$ cat src/rtl/display_scan.sv
`default_nettype none
// ============================================================================
// Module      : display_scan
// Description : Time-multiplexed scan controller for a multi-digit 7-segment
//               display. Holds a frame-buffered copy of a DIGITS-digit value
//               and presents one digit at a time to a shared single-digit
//               decoder, with leading-zero blanking, 8-level PWM brightness
//               inside each digit slot and tear-free frame-boundary updates.
//
// Ports       : clk            system clock
//               reset_n        asynchronous active-low reset
//               load           strobe, captures value/dp into pending register
//               value[4*D-1:0] digit codes, [3:0] is digit 0 (rightmost)
//               dp[D-1:0]      decimal-point request per digit
//               bright[2:0]    brightness 0 (1/8 duty) .. 7 (full duty)
//               num[3:0]       code for the active digit (4'hF when blanked)
//               decimal        decimal point for the active digit
//               digit_en[D-1:0] one-hot digit select, zero when off/blanked
//               frame_done     pulse on the last cycle of the last digit slot
//               update_pending high while a loaded value awaits the boundary
//
// Revision    : 1.0  initial release
// ============================================================================
module display_scan #(
    parameter int DIGITS     = 4,
    parameter int DWELL      = 50000,
    parameter int BLANK_LEAD = 1
) (
    input  logic                  clk,
    input  logic                  reset_n,
    input  logic                  load,
    input  logic [4*DIGITS-1:0]   value,
    input  logic [DIGITS-1:0]     dp,
    input  logic [2:0]            bright,
    output logic [3:0]            num,
    output logic                  decimal,
    output logic [DIGITS-1:0]     digit_en,
    output logic                  frame_done,
    output logic                  update_pending
);

    localparam int c_CNT_W  = $clog2(DWELL);
    localparam int c_IDX_W  = $clog2(DIGITS);
    // (bright+1) <= 8 and DWELL <= 2**c_CNT_W, so the product fits c_CNT_W+4.
    localparam int c_PROD_W = c_CNT_W + 4;

    logic [c_CNT_W-1:0]   r_cnt;
    logic [c_IDX_W-1:0]   r_idx;
    logic [4*DIGITS-1:0]  r_shadow_val;
    logic [DIGITS-1:0]    r_shadow_dp;
    logic [4*DIGITS-1:0]  r_pend_val;
    logic [DIGITS-1:0]    r_pend_dp;
    logic                 r_pend_flag;
    logic [c_CNT_W:0]     r_on_cycles;

    logic                 w_slot_end;
    logic                 w_frame_end;
    logic [c_PROD_W-1:0]  w_prod;
    logic [c_CNT_W:0]     w_on_new;
    logic [c_CNT_W:0]     w_on_now;
    logic                 w_lit;
    logic [DIGITS-1:0]    w_blank;
    logic                 w_blank_cur;
    logic [3:0]           w_nib;
    logic [DIGITS-1:0]    w_onehot;

    assign w_slot_end  = (r_cnt == c_CNT_W'(DWELL - 1));
    assign w_frame_end = w_slot_end && (r_idx == c_IDX_W'(DIGITS - 1));

    // Full-width product before the shift so that no duty step is lost.
    assign w_prod   = (c_PROD_W'(bright) + c_PROD_W'(1)) * c_PROD_W'(DWELL);
    assign w_on_new = (c_CNT_W + 1)'(w_prod >> 3);

    // On the first cycle of a slot the latched on-time is being loaded in the
    // same edge, so use the freshly computed value for that cycle.
    assign w_on_now = (r_cnt == '0) ? w_on_new : r_on_cycles;
    assign w_lit    = ({1'b0, r_cnt} < w_on_now);

    assign w_nib    = r_shadow_val[{r_idx, 2'b00} +: 4];
    assign w_onehot = DIGITS'(1) << r_idx;

    // A digit is blanked when it and every more-significant digit is a zero
    // code without a decimal point; digit 0 always shows.
    generate
        if (BLANK_LEAD != 0) begin : g_blank
            always_comb begin
                logic w_run;
                w_run   = 1'b1;
                w_blank = '0;
                for (int i = DIGITS - 1; i >= 1; i--) begin
                    w_run      = w_run & (r_shadow_val[4*i +: 4] == 4'h0) & ~r_shadow_dp[i];
                    w_blank[i] = w_run;
                end
            end
        end else begin : g_no_blank
            assign w_blank = '0;
        end
    endgenerate

    assign w_blank_cur = w_blank[r_idx];

    always_ff @(posedge clk or negedge reset_n) begin
        if (!reset_n) begin
            r_cnt          <= '0;
            r_idx          <= '0;
            r_shadow_val   <= '0;
            r_shadow_dp    <= '0;
            r_pend_val     <= '0;
            r_pend_dp      <= '0;
            r_pend_flag    <= 1'b0;
            r_on_cycles    <= '0;
            num            <= 4'h0;
            decimal        <= 1'b0;
            digit_en       <= '0;
            frame_done     <= 1'b0;
            update_pending <= 1'b0;
        end else begin
            // Slot and digit sequencing
            if (w_slot_end) begin
                r_cnt <= '0;
                r_idx <= w_frame_end ? '0 : r_idx + c_IDX_W'(1);
            end else begin
                r_cnt <= r_cnt + c_CNT_W'(1);
            end

            if (r_cnt == '0) begin
                r_on_cycles <= w_on_new;
            end

            // Load / frame-boundary handshake; a load landing exactly on the
            // boundary bypasses the pending register.
            if (load) begin
                if (w_frame_end) begin
                    r_shadow_val <= value;
                    r_shadow_dp  <= dp;
                    r_pend_flag  <= 1'b0;
                end else begin
                    r_pend_val   <= value;
                    r_pend_dp    <= dp;
                    r_pend_flag  <= 1'b1;
                end
            end else if (w_frame_end && r_pend_flag) begin
                r_shadow_val <= r_pend_val;
                r_shadow_dp  <= r_pend_dp;
                r_pend_flag  <= 1'b0;
            end

            // Registered outputs, one cycle behind the state they reflect
            num            <= w_blank_cur ? 4'hF : w_nib;
            decimal        <= ~w_blank_cur & r_shadow_dp[r_idx];
            digit_en       <= (!w_blank_cur && w_lit) ? w_onehot : '0;
            frame_done     <= w_frame_end;
            update_pending <= r_pend_flag;
        end
    end

endmodule
`default_nettype wire
$ cat config.mk
export PLATFORM = sky130hd
export DESIGN_NAME = display_scan
export DESIGN_NICKNAME = d
export VERILOG_FILES = /design/src/rtl/display_scan.sv
export SDC_FILE = /design/constraint.sdc
export NUM_CORES = 1
export LEC_CHECK = 0
export ABC_AREA = 1
export BUFFER_PORTS_ARGS = -buffer_cell sky130_fd_sc_hd__buf_2
export CAP_MARGIN = 20
export CORE_MARGIN = 2
export CORE_UTILIZATION = 55
export CTS_CLUSTER_SIZE = 30
export DETAILED_ROUTE_END_ITERATION = 10
export PLACE_DENSITY = 0.74
export SLEW_MARGIN = 20
export SYNTH_ARGS = -nofsm -noshare
export SYNTH_HDL_FRONTEND = slang
export SYNTH_SLANG_ARGS = --single-unit
$ cat constraint.sdc
create_clock -name clk -period 2.64 [get_ports clk]
set_input_delay 0.396 -clock clk [delete_from_list [all_inputs] [get_ports clk]]
set_output_delay 0.396 -clock clk [all_outputs]
set_load 0.05 [all_outputs]
; After elaboration in Yosys (flattened, before gate mapping)
; Cells that the tools add are included.
[op_classes]
add_sub_neg = 3
multipliers = 1
div = 0
order_cmp = 2
n_eq_ne = 3
shifts = 2
n_mux = 18
bitwise_logic = 11
n_reduce_logical = 11
[ops]
columns = op, n
row1 = $mux 16, 4
row2 = $mux 4, 5
row3 = $lt 16x17->1, 1
row4 = $mux 17, 1
row5 = $add 16x1->16 const B, 1
row6 = $eq 16x16->1 const B, 1
row7 = $logic_not 16->1, 1
row8 = $mul 4x12->16 const B, 1
row9 = $shiftx 16x5->4, 1
row10 = $logic_not 4->1, 3
row11 = $and 1x1->1, 6
row12 = $mux 1, 5
row13 = $not 1->1, 5
row14 = $add 3x1->4 const B, 1
row15 = $bmux 1 s2, 2
row16 = $reduce_and 2->1, 2
row17 = $shl 1x2->4 const A, 1
row18 = $logic_and 1x1->1, 3
row19 = $lt 2x3->1 const B, 1
row20 = $add 2x1->2 const B, 1
row21 = $eq 2x2->1 const B, 1
row22 = $mux 2, 1
row23 = $ne 2x1->1 const B, 1
row24 = $reduce_bool 2->1, 1
row25 = $logic_not 1->1, 1
[totals]
reg_bits = 87
latchBits = 0
mem_bits_rw = 0
rom_bits = 0
wordCells = 64
mem_count = 0

; Depth between registers and ports, before layout
; Gate-level depths: netlist (run 1).
[depth]
depth_word = 11
mapped_depth = 27
ltp_nobuf = 27

; Worst setup path before layout (run 1)
; Ideal clock, no wire load.
[synth_timing]
path_type = in2reg
from = input port bright[0]
to = register digit_en[0]
t_arrival_ns = 3.450
t_required_ns = 2.566
setup_slack_ns = -0.883
stages = 20
n_path_buf = 0
path_cell_list = inv_1 > ha_1 > ha_1 > ha_1 > ha_1 > a21oi_1 > o21ai_0 > nand2_1 > nand2_1 > a21oi_1 > xnor2_1 > o21ai_0 > ha_1 > a21oi_1 > o21ai_0 > nand4_1 > nand3_1 > nor2_1 > nand3_1 > nor2_1
[synth_between]
elab_chain_cells = 6
[synth_lines]
columns = item, line
row1 = from (decl), 34  ; input logic [2:0] bright,
row2 = $add 3x1->4, 71  ; assign w_prod = (c_PROD_W'(bright) + c_PROD_W'(1)) * c_PROD_W'(DWELL);
row3 = $mul 4x12->16, 71
row4 = $mux 17, --
row5 = $lt 16x17->1, 77  ; assign w_lit = ({1'b0, r_cnt} < w_on_now);
row6 = $logic_and 1x1->1, 151  ; digit_en <= (!w_blank_cur && w_lit) ? w_onehot : '0;
row7 = $mux 4, 151
row8 = to (signal assigned), 151
row9 = to (decl), 37  ; output logic [DIGITS-1:0] digit_en,
; No other way between the ends.
; A chain may end at the register's enable or synchronous reset.

; Worst setup path after layout (run 1)
; Ends and elaborated chain as after synthesis.

==> results of run 1 <==
[area by class of cell]
class / instances / area, um2
clock inverters: 6 / 75.1
clock buffers: 10 / 138
multi-input cells: 433 / 2450
fillers: 705 / 2720
well taps: 108 / 135
inverters: 101 / 383
flip-flops and latches: 87 / 2180
repair buffers: 94 / 644
[stage by stage]
stage               utilization  cells  area [um2]  total power, mW
finish                    0.688    839        6000             2.92
CTS                       0.682    836        5950             2.92
global route              0.688    839        6000             3.06
global placement          0.645    816        5630             1.88
floorplan                     -    637        5000             1.71
detailed placement        0.645    816        5630             1.89
[report_power, final]
part	internal (mW)	switching, mW
Combinational	0.226	0.272
Sequential	1.40	0.0243
Clock	0.478	0.525
[cell families after synthesis]
kind of cell | count (synthesis) | share of synthesized area
flip-flops | 87 | 0.442
buffers and inverters | 117 | 0.0936
XOR/XNOR | 9 | 0.0160
AND/OR/NAND/NOR | 270 | 0.230
multiplexers | 1 | 0.00203
AO/OA/AOI/OAI | 117 | 0.125
adder cells (fa/ha/maj) | 36 | 0.0913
[path summary, 6_finish.rpt]
kind                              from             end  slack, ns  cells past startpoint
min                            reset_n  r_on_cycles[9]       0.02                      1
min in group clk              value[7]   r_pend_val[7]       0.28                      3
max in group asynchronous      reset_n  r_pend_val[13]       1.97                      2
min reg2reg                r_pend_flag  update_pending       0.39                      0
max reg2reg                  r_cnt[11]     digit_en[0]      -0.04                     18
max                          bright[0]     digit_en[0]      -0.61                     24
[layout by cell type (no fill, tap or decap), types with 4 or more instances in the layout]
master / count
a21oi_1: 16
a21oi_2: 5
buf_2: 34
buf_4: 57
clkbuf_8: 10
dfrtp_1: 87
ha_1: 27
ha_4: 7
inv_1: 93
inv_2: 6
nand2_1: 146
nand2_2: 5
nand3_1: 24
nand4_1: 5
nor2_1: 60
nor3_1: 10
o21ai_0: 74
o21ai_1: 7
or2_2: 4
xor2_1: 6
[repair_timing]
| action | in CTS | in global routing |
|---|---|---|
| resized for setup | 16 | 11 |
| endpoints found under the setup margin | 4 | 4 |
| pin swaps | 20 | 24 |
| setup buffers | 4 | 3 |
[per-layer routing]
| metal | GRT usage | vias up | wire, um |
|---|---|---|---|
| li1 | - | 2208 | - |
| met1 | 0.305 | 2083 | 4900 |
| met2 | 0.422 | 122 | 5600 |
| met3 | 0.0340 | 24 | 462 |
| met4 | 0.0843 | 0 | 235 |
| met5 | 0 | - | 0 |
[sequential cells by signal, summed over array words and instances (netlist names)]
signal,cells
update_pending,1
num,4
r_idx,2
r_on_cycles,17
digit_en,4
decimal,1
frame_done,1
r_shadow_dp,4
r_pend_val,16
r_pend_flag,1
r_pend_dp,4
r_shadow_val,16
r_cnt,16
==> flow_summary.yaml, run 1 <==
place:
  gp_congestion: 0.935
  dpl.hpwl_mm: 8.06
  pre_cts_slack_ns: -1.06
  io_buffers: 36
setup_path:
  criticalPathCategory: "in2reg"
  worstPathMaxFanout: 4
  end_kind: "register"
  cp_slowest_cell: "ha_1"
  path_buf_inv: 3
  crit_family: "simple AND/OR/NAND/NOR gates"
  arrival_ns: 3.55
  startpoint_type: "input pin"
  slowest_delay_ns: 0.35
  required_ns: 2.94
  path_cells: "buf_8 > clkinvlp_4 > ha_4 > ha_4 > inv_2 > xor2_2 > nand2_1 > and2_4 > ha_4 > a21oi_2 > o21ai_2 > nand2_1 > nand2_1 > a21oi_2 > xnor2_1 > o21ai_1 > ha_1 > a21oi_2 > o21ai_1 > nand4_1 > nand3_1 > nor2_1 > nand3_2 > nor2_1"
logic_synthesis:
  netlist_area_um2: 4930
  synth-seq-area-share: 0.442
  ys_types: 39
  ys_seq_elements: 87
  ys_async_sr_fraction: 1.00
  synth_top_cell_area_share: 0.442
  synth_ff_type: "dfrtp_1"
  synth.avg_cell_area_um2: 7.74
  ys_top_cells_by_count: "nand2_1 (148), inv_1 (99), dfrtp_1 (87)"
  synth.most_common_cell: "nand2_1"
  synth_edf_count: 0
  synth_area_leaders: "dfrtp_1 (44%), nand2_1 (11%), ha_1 (9.1%)"
  synth_fp_nets: 699
  synth_top_area_cell: "dfrtp_1"
  ys.warnings.count: 0
  synthCells: 637
hold_path:
  hold_path.class: "in2async"
power_and_ir_drop:
  ir_drop_mv: 0.346
  leakage_nw: 3.23
  power_density_nw_per_um2: 487
clock_network:
  cts_buffer_depth: 2
  cts_buffers: 9
  insertion_delay_ns: 0.36
  cts_hold_buf: 0
  cts_tree: "done"
  clock-root-buffer: "clkbuf_8"
  clk_pin_slew_worst_paths_ns: 0.10
  htree_levels: 3
  cts_sinks: 87
drt:
  first_pass_iters: 6
  vias: 4437
  wl_mm: 11.2
  drc: 0
  wl_per_cell_um: 13.3
  drt_iter0_markers: 181
  ant_nets: 0
  avgViaCountPerCell: 5.29
floorplanning:
  dieHeight_um: 98.7
  fp.coreArea_um2: 8720
  std_cell_rows: 34
  io_pins: 37
  die_w_um: 98.7
  die_area_um2: 9740
  start_util: 0.565
final_layout:
  antennaDiodeCount: 0
  syn2layout_area_growth_pct: 21.7
  fin_nets: 788
  drive_above_1_share: 0.209
sta:
  setup_viol: 4
  finClkSkew_ns: 0.00895
  timing.fmax_ghz: 0.307
  slew_headroom: 0.602
  worst_pin_slew_ns: 0.595
  worst_hold_slack_ns: 0.0218
  setup_tns_ns: -2.40
  hold_viol_final: 0
  rsz0062_at_grt: "true"
  setup_ws_ns: -0.614
  fin_crit_ns: 3.25
  finalCritPeriodShare: 1.23
  drv_slew: 0
grt:
  grt_use_total: 0.241
  grt_pass1_vias: 4222
  antenna_found_initial: 0
  gr-total-overflow: 0
  grt_pass1_wl_mm: 19.1
  grt_max_degree: 48
outcome:
  status: "complete, but fails checks"
  violations: "negative setup slack"
job:
  cap_violations: 0
Note: power is estimated with default switching activity, not from simulation.
==> run 2: changes to the inputs <==
ABC_AREA = not set   (was 1)
==> run 2 against run 1 <==
Effect of this change: the run ends with negative hold slack, negative setup slack left; first-iteration DRC count is 12% lower; combinational power is 28% higher; critical path depth is 12 lower; register-to-register slack worse by 0.60 ns; critical endpoint unchanged; final area is 0.31% higher; maximum frequency is 0.74% lower; count of clock-buffer cells in the layout is 1 lower; critical path type is now reg2reg.
==> flow_summary.yaml, run 2 <==
setup_path:
  slowest_delay_ns: 0.58
  path_cells: "inv_2 > ha_4 > or4b_4 > or4_4 > o311a_1 > and2_4 > ha_4 > and4_4 > nor4b_4 > o211ai_1 > nand2_1 > o21ai_1"
  criticalPathCategory: "reg2reg"
  crit_top_cell: "ha_4"
  r2r_slack_ns: -0.64
  worstPathMaxFanout: 7
  arrival_ns: 3.53
  crit_family: "simple AND/OR/NAND/NOR gates"
  startpoint_type: "register"
  cp_slowest_cell: "or4_4"
  path_buf_inv: 1
  required_ns: 2.90
  end_kind: "register"
logic_synthesis:
  synth_top_area_cell: "dfrtp_1"
  ys.warnings.count: 0
  synthCells: 456
  synth.avg_cell_area_um2: 10.4
  synth_ff_type: "dfrtp_1"
  ys_types: 45
  synth.most_common_cell: "dfrtp_1"
  synth_top_cell_area_share: 0.461
  synth_edf_count: 0
  synth_area_leaders: "dfrtp_1 (46%), ha_1 (9.5%), mux2_2 (5.2%)"
  ys_top_cells_by_count: "dfrtp_1 (87), nand2_1 (42), nor2_1 (40)"
  synth-seq-area-share: 0.461
  synth_fp_nets: 518
  ys_async_sr_fraction: 1.00
  netlist_area_um2: 4730
  ys_seq_elements: 87
grt:
  grt_pass1_vias: 3742
  antenna_found_initial: 0
  grt_use_total: 0.247
  grt_pass1_wl_mm: 18.4
  grt_max_degree: 48
  gr-total-overflow: 0
sta:
  drv_slew: 0
  hold_viol_final: 2
  finalCritPeriodShare: 1.24
  finClkSkew_ns: 0.0133
  fin_crit_ns: 3.28
  worst_pin_slew_ns: 0.633
  rsz0062_at_grt: "true"
  setup_ws_ns: -0.638
  timing.fmax_ghz: 0.305
  setup_viol: 4
  slew_headroom: 0.572
  worst_hold_slack_ns: -0.00345
  setup_tns_ns: -2.52
drt:
  drc: 0
  drt_iter0_markers: 159
  ant_nets: 0
  met1_length_mm: 4.86
  top_layer: "met4"
  avgViaCountPerCell: 5.64
  first_pass_iters: 4
  vias: 3725
  wl_per_cell_um: 16.6
  dr_wl_met3_um: 401
  wl_met2_mm: 5.50
  wl_mm: 11.0
final_layout:
  final_cell_area_um2: 6020
  final_common_cell: "dfrtp_1"
  drive_above_1_share: 0.346
  antennaDiodeCount: 0
  top_register: "r_on_cycles"
  final_cell_mix: "dfrtp_1 (87), buf_4 (64), nand2_1 (41), nor2_1 (38), buf_2 (35)"
  fin_nets: 612
  nFillCells: 551
  syn2layout_area_growth_pct: 27.4
  largest_reg_flops: 17
power_and_ir_drop:
  leakage_nw: 2.91
  power_density_nw_per_um2: 510
  pwr-share-comb: 0.207
  ir_drop_mv: 0.342
  p_sw_mw: 0.896
  clockPowerShare: 0.325
  power_frac_seq: 0.468
  swShare: 0.292
  p_int_mw: 2.17
job:
  cap_violations: 0
clock_network:
  cts_tree: "done"
  clock-root-buffer: "clkbuf_8"
  clk_pin_slew_worst_paths_ns: 0.09
  cts_buffer_depth: 2
  cts_sinks: 87
  cts_buffers: 9
  htree_levels: 3
  insertion_delay_ns: 0.38
floorplanning:
  fp.coreArea_um2: 8260
  std_cell_rows: 33
  start_util: 0.572
  dieHeight_um: 96.7
  die_w_um: 96.7
  io_pins: 37
  die_area_um2: 9350
outcome:
  status: "complete, but fails checks"
  violations: "negative hold slack, negative setup slack"
place:
  io_buffers: 36
  placed_cell_area_um2: 5530
  gp_congestion: 0.890
  dpl.hpwl_mm: 7.76
hold_path:
  hold_path.class: "in2async"
## run 2: worst paths after layout
path | start | to | cells past startpoint
max in group asynchronous | reset_n | r_shadow_val[6] | 2
max reg2reg | r_cnt[0] | digit_en[0] | 12
min reg2reg | r_pend_flag | update_pending | 0
min | reset_n | r_cnt[0] | 1
max | r_cnt[0] | digit_en[0] | 12
min in group clk | value[1] | r_pend_val[1] | 2
## run 2: worst register-to-register path: cells and delay by family, from the launching register on
family,cells,cell delay [ns]
AO/OA/AOI/OAI,3,0.55
adder cells (fa/ha/maj),2,0.38
buffers and inverters,1,0.08
flip-flops,1,0.39
AND/OR/NAND/NOR,6,1.78
## run 2: through the flow
step                 util  cells  hold slack (ns)  total power, mW  setup slack, ns
floorplan               -    456            0.100             1.78           -0.701
global placement    0.669    638            0.363             1.96           -0.894
detailed placement  0.669    638            0.372             1.99            -1.02
CTS                 0.712    654           0.0179             3.03           -0.648
global route        0.729    660           0.0253             3.22           -0.762
finish              0.729    660         -0.00345             3.07           -0.638
## run 2: power by group through the flow
stage | sequential (mW) | combinational, mW | clock (mW)
finish | 1.44 | 0.637 | 0.998
global route | 1.44 | 0.696 | 1.09
CTS | 1.43 | 0.581 | 1.01
detailed placement | 1.46 | 0.529 | 0
global placement | 1.46 | 0.501 | 0
floorplan | 1.45 | 0.325 | 0
## run 2: cell families (layout without fill, tap and decap cells)
group                      Yosys count  in the layout  share of synthesized area
and+or+nand+nor                    142            142                      0.146
xor gates and xnor gates            24             24                     0.0445
buffers and inverters               48            147                     0.0418
muxes                               49             49                      0.123
adders and majority gates           36             36                     0.0953
DFF                                 87             87                      0.461
AOI/OAI and AO/OA                   70             70                     0.0890
## run 2: metal layers
metal | GRT usage | vias up
met5 | 0 | -
met3 | 0.0520 | 17
met2 | 0.416 | 95
met4 | 0.0639 | 0
li1 | - | 1789
met1 | 0.328 | 1824
## run 2: final cells by class
type                    count  area, um2  share of cell area
multi-input cells         321       2650               0.440
flip-flops and latches     87       2180               0.362
repair buffers            104        742               0.123
well taps                 105        131              0.0218
clock buffers               9        124              0.0206
inverters                  27        109              0.0181
clock inverters             7       88.8              0.0148
## run 2: repair_timing
item                       in CTS  in global routing
cloned                          0                  0
hold buffers                    0                  0
resized for setup              32                 20
pin swaps                      11                 11
setup buffers                   0                  6
hold endpoints to repair        0                  0
setup endpoints to repair       4                  4
